<file path="src/rtl/sd_img_pkg.sv">
// Shared definitions for the SD-card image read/write sequencers:
// image placement on the card, sector geometry and the read FSM state type.
package sd_img_pkg;

    localparam logic [31:0] IMG_START_SEC = 32'd2000;
    localparam logic [10:0] IMG_SEC_NUM   = 11'd1200;
    localparam int          SEC_WORDS     = 256;

    typedef enum logic [1:0] {
        IDLE,
        WAIT_ROOM,
        WAIT_BUSY,
        WAIT_DONE
    } rd_state_t;

endpackage

</file>
<file path="src/rtl/sync_edge_det.sv">
// Two-flop synchroniser for an asynchronous level, with single-cycle
// rise/fall pulses derived from the two synchroniser stages.
module sync_edge_det (
    input  logic clk,
    input  logic rst_n,
    input  logic din,
    output logic level,
    output logic rise,
    output logic fall
);

    logic d0_reg;
    logic d1_reg;

    always_ff @(posedge clk or negedge rst_n) begin
        if (!rst_n) begin
            d0_reg <= 1'b0;
            d1_reg <= 1'b0;
        end else begin
            d0_reg <= din;
            d1_reg <= d0_reg;
        end
    end

    assign level = d0_reg;
    assign rise  = d0_reg & ~d1_reg;
    assign fall  = d1_reg & ~d0_reg;

endmodule

</file>
<file path="src/rtl/sd_img_rd_ctrl.sv">
// Sector-read sequencer streaming one stored image from the SD card to the display FIFO.
// Define SD_IMG_RD_AUTO_LOOP_EN to restart at the first sector after every frame.
module sd_img_rd_ctrl
    import sd_img_pkg::*;
#(
    parameter logic [31:0] START_ADDR  = IMG_START_SEC,
    parameter logic [10:0] SEC_NUM     = IMG_SEC_NUM,
    parameter logic [23:0] TIMEOUT_CYC = 24'd5_000_000
) (
    input  logic        clk,
    input  logic        rst_n,
    input  logic        sd_init_done,
    input  logic        rd_req,
    input  logic        rd_busy,
    input  logic        fifo_ready,
    output logic        rd_start_en,
    output logic [31:0] rd_sec_addr,
    output logic        rd_active,
    output logic        frame_done,
    output logic        err_timeout
);

    rd_state_t   state_reg;
    logic [10:0] sec_cnt_reg;
    logic [23:0] timer_reg;

    logic init_level;
    logic pos_init;
    logic init_fall_unused;
    logic busy_level_unused;
    logic pos_busy;
    logic neg_busy;

    sync_edge_det u_init_sync (
        .clk   (clk),
        .rst_n (rst_n),
        .din   (sd_init_done),
        .level (init_level),
        .rise  (pos_init),
        .fall  (init_fall_unused)
    );

    sync_edge_det u_busy_sync (
        .clk   (clk),
        .rst_n (rst_n),
        .din   (rd_busy),
        .level (busy_level_unused),
        .rise  (pos_busy),
        .fall  (neg_busy)
    );

    logic timer_expired;
    logic last_sec;
    logic timeout_hit;

    assign timer_expired = (timer_reg == TIMEOUT_CYC - 24'd1);
    assign last_sec      = (sec_cnt_reg == SEC_NUM - 11'd1);
    // A busy edge arriving on the expiry cycle takes priority over the watchdog.
    assign timeout_hit   = timer_expired &&
                           ((state_reg == WAIT_BUSY && !pos_busy) ||
                            (state_reg == WAIT_DONE && !neg_busy));

    always_ff @(posedge clk or negedge rst_n) begin
        if (!rst_n) begin
            state_reg   <= IDLE;
            sec_cnt_reg <= 11'd0;
            timer_reg   <= 24'd0;
            rd_start_en <= 1'b0;
            rd_sec_addr <= START_ADDR;
            rd_active   <= 1'b0;
            frame_done  <= 1'b0;
            err_timeout <= 1'b0;
        end else begin
            rd_start_en <= 1'b0;
            frame_done  <= 1'b0;
            if (state_reg == WAIT_BUSY || state_reg == WAIT_DONE) begin
                timer_reg <= timer_reg + 24'd1;
            end

            // Card loss overrides everything, including a completing last sector.
            if (!init_level) begin
                state_reg <= IDLE;
                rd_active <= 1'b0;
            end else if (timeout_hit) begin
                err_timeout <= 1'b1;
                rd_active   <= 1'b0;
                state_reg   <= IDLE;
            end else begin
                case (state_reg)
                    IDLE: begin
                        if (pos_init || rd_req) begin
                            rd_sec_addr <= START_ADDR;
                            sec_cnt_reg <= 11'd0;
                            err_timeout <= 1'b0;
                            rd_active   <= 1'b1;
                            state_reg   <= WAIT_ROOM;
                        end
                    end
                    WAIT_ROOM: begin
                        if (fifo_ready) begin
                            rd_start_en <= 1'b1;
                            timer_reg   <= 24'd0;
                            state_reg   <= WAIT_BUSY;
                        end
                    end
                    WAIT_BUSY: begin
                        if (pos_busy) begin
                            state_reg <= WAIT_DONE;
                        end
                    end
                    WAIT_DONE: begin
                        if (neg_busy) begin
                            if (last_sec) begin
                                frame_done  <= 1'b1;
                                sec_cnt_reg <= 11'd0;
`ifdef SD_IMG_RD_AUTO_LOOP_EN
                                rd_sec_addr <= START_ADDR;
                                state_reg   <= WAIT_ROOM;
`else
                                rd_active   <= 1'b0;
                                state_reg   <= IDLE;
`endif
                            end else begin
                                sec_cnt_reg <= sec_cnt_reg + 11'd1;
                                rd_sec_addr <= rd_sec_addr + 32'd1;
                                state_reg   <= WAIT_ROOM;
                            end
                        end
                    end
                    default: state_reg <= IDLE;
                endcase
            end
        end
    end

endmodule
</file>
<file path="config.mk">
export PLATFORM = sky130hd
export DESIGN_NAME = sd_img_rd_ctrl
export DESIGN_NICKNAME = d
export VERILOG_FILES = /design/src/rtl/sd_img_pkg.sv /design/src/rtl/sync_edge_det.sv /design/src/rtl/sd_img_rd_ctrl.sv
export SDC_FILE = /design/constraint.sdc
export NUM_CORES = 1
export LEC_CHECK = 0
export BUFFER_PORTS_ARGS = -buffer_cell sky130_fd_sc_hd__buf_2
export CORE_ASPECT_RATIO = 0.5
export CORE_MARGIN = 1
export CORE_UTILIZATION = 30
export DETAILED_ROUTE_END_ITERATION = 7
export SYNTH_ARGS = -nofsm -noshare
export SYNTH_HDL_FRONTEND = slang
export SYNTH_HIERARCHICAL = 1
export SYNTH_SLANG_ARGS = --single-unit
</file>
<file path="constraint.sdc">
create_clock -name clk -period 3.8 [get_ports clk]
set_input_delay 0.57 -clock clk [delete_from_list [all_inputs] [get_ports clk]]
set_output_delay 0.57 -clock clk [all_outputs]
set_load 0.05 [all_outputs]
</file>
==> impl_metrics.tcl <==
set metrics [dict create \
    finalHoldViolCount 0 \
    max_slew_margin_pct 22.69 \
    area_growth_pct 15.31 \
    cp-start-kind "flop" \
    via_per_inst 5.284 \
    cts_sinks 77 \
    largest_register_ffs 32 \
    grt-ovfl-total 0 \
    grt_pass1_vias 3496 \
    netlist_area_um2 4339 \
    insertion_delay_ns 0.34 \
    die_h_um 87.04 \
    clock_path_buffers 2 \
    status "complete, no violations" \
    drcViolationCount 0 \
    grt_usage_pct 14.86 \
    detailed_place_hpwl_mm 6.876 \
    critPathCaptureType "flop" \
    postCtsSetupBuffers 0 \
    cts_tree "built" \
    worst_ir_drop_vdd_uv 223.1 \
    post_cts_resized 0 \
    crit_required_ns 4.07 \
    antenna_found_initial 0 \
    nFillCells 1437 \
    drive_above_1_share_pct 18.96 \
    setup_violations 0 \
    skew_ns 0.007262 \
    m1WireLength_mm 5.182 \
    dr.pass1.iters 4 \
    routed-wl-met2_mm 4.796 \
    place_ws_ns 0.8970 \
    grt_pass1_wl_mm 17.49 \
    ant_nets 0 \
    fin_crit_sh_pct 77.38 \
    clkTransAtPathRegs_ns 0.06 \
    numCtsBuffers 9 \
    path_class "flop to flop" \
    dr.first_iter.drc_count 276 \
    cts-htree-levels 3 \
    vias 3662 \
    fin_tns_setup_ns 0 \
    hold_ws_ns 0.3293 \
    wl_per_cell_um 15.03 \
    nNetsFinal 510 \
    synthesis.nets 472 \
    wl_mm 10.42 \
    routed-wl-met3_um 335 \
    grt_max_degree 78 \
    avgSynthCellArea_um2 9.454 \
    start_util_pct 31.41 \
    p_leak_nw 2.066 \
    rsz0062_at_grt "no" \
    top_layer "met4" \
    port_buffers 41 \
    yosys_warnings 6 \
    timing.fmax_mhz 340.1 \
    place_inst 678 \
    worst_pin_slew_ns 1.160 \
    coreArea_um2 13810 \
    hold_class "input pin to flop" \
    dieArea_um2 14980 \
    synthCells 459 \
    gp_congestion 0.7984 \
    p_per_area_nw_per_um2 455.6 \
    min_period_ns 2.940 \
    stdcell_count 693 \
    holdBufCountCts 0 \
    fin_util_pct 36.22 \
    multi_input_comb_area_um2 2238 \
    crit_arrival_ns 3.21 \
    worst-r2r-setup-slack_ns 0.86 \
    slew_viol_final 0 \
    register_area_um2 1934 \
    maxCapViolations 0 \
    cts-root-buf "clkbuf_16" \
    io-pin-count 42 \
    die_x_um 172.1 \
    crit_fanout 41 \
    diodes 0 \
    postLayoutSetupSlackWorst_ns 0.8597 \
    fp-row-count 30 \
]
## worst paths after layout
path | start | end | cells after the start
min reg2reg | u_busy_sync/level$_DFF_PN0_ | u_busy_sync/d1_reg$_DFF_PN0_ | 0
min | rd_busy | u_busy_sync/level$_DFF_PN0_ | 1
min in group asynchronous | rst_n | timer_reg[12]$_DFF_PN0_ | 1
max in group asynchronous | rst_n | rd_sec_addr[26]$_DFFE_PN0P_ | 1
max reg2reg | state_reg[1]$_DFFE_PN0P_ | rd_sec_addr[19]$_DFFE_PN0P_ | 6
max | state_reg[1]$_DFFE_PN0P_ | rd_sec_addr[19]$_DFFE_PN0P_ | 6
## cell type report
class / instances / area share (%)
Clock inverter: 5 / 1.050
Timing Repair Buffer: 48 / 5.201
Clock buffer: 10 / 4.576
Multi-Input combinational cell: 348 / 44.74
Sequential cell: 77 / 38.66
Tap cell: 192 / 4.801
Inverter: 13 / 0.9752
## metrics by stage
| step | cell area (um^2) | total power, mW |
|---|---|---|
| 2_1_floorplan | 4339 | 1.308 |
| 3_3_place_gp | 4722 | 1.449 |
| 3_5_place_dp | 4722 | 1.452 |
| 4_1_cts | 5004 | 2.301 |
| 5_1_grt | 5004 | 2.405 |
| 6_report | 5004 | 2.280 |
## power breakdown
| part | internal [mW] | leakage [nW] | switching (mW) |
|---|---|---|---|
| Clock | 0.502 | 0.138 | 0.342 |
| Combinational | 0.147 | 0.891 | 0.369 |
| Sequential | 0.870 | 1.04 | 0.0503 |
## routing by layer
layer,vias up,GRT usage (%)
li1,1805,-
met3,9,3.271
met1,1806,19.64
met4,0,5.229
met2,42,24.05
met5,-,0
## placed cells by master, fill, tap and decap left out, types with 2 or more instances in the layout
master,count
dfrtp_1,71
o31ai_1,35
a21oi_2,16
nor3b_1,2
o2111ai_1,2
xor2_1,16
a21oi_1,10
a31oi_1,2
or4_1,27
and3_1,10
buf_2,40
dfstp_2,6
a31o_2,3
nor4b_1,2
a21o_1,2
clkbuf_16,9
ha_1,7
xnor2_1,7
o22ai_1,2
clkinv_2,3
nor4_2,2
or3_1,3
buf_4,8
or2_2,2
nor4_1,7
nor3_1,9
nand2b_1,2
nand3_1,32
o41ai_1,3
o21ai_1,2
mux2i_1,5
nor4bb_1,2
o21ai_0,13
nand4_1,24
nand2_1,33
inv_1,13
nor2_1,45
nor2b_1,5
## worst max-delay path, cell delays in order (launching register included)
cell	delay (ns)
dfrtp_1	0.42
ha_1	0.45
mux2i_1	0.15
or2_0	0.24
or3_1	0.78
or4_1	0.67
a21oi_2	0.15
(Power assumes the default switching activity.)
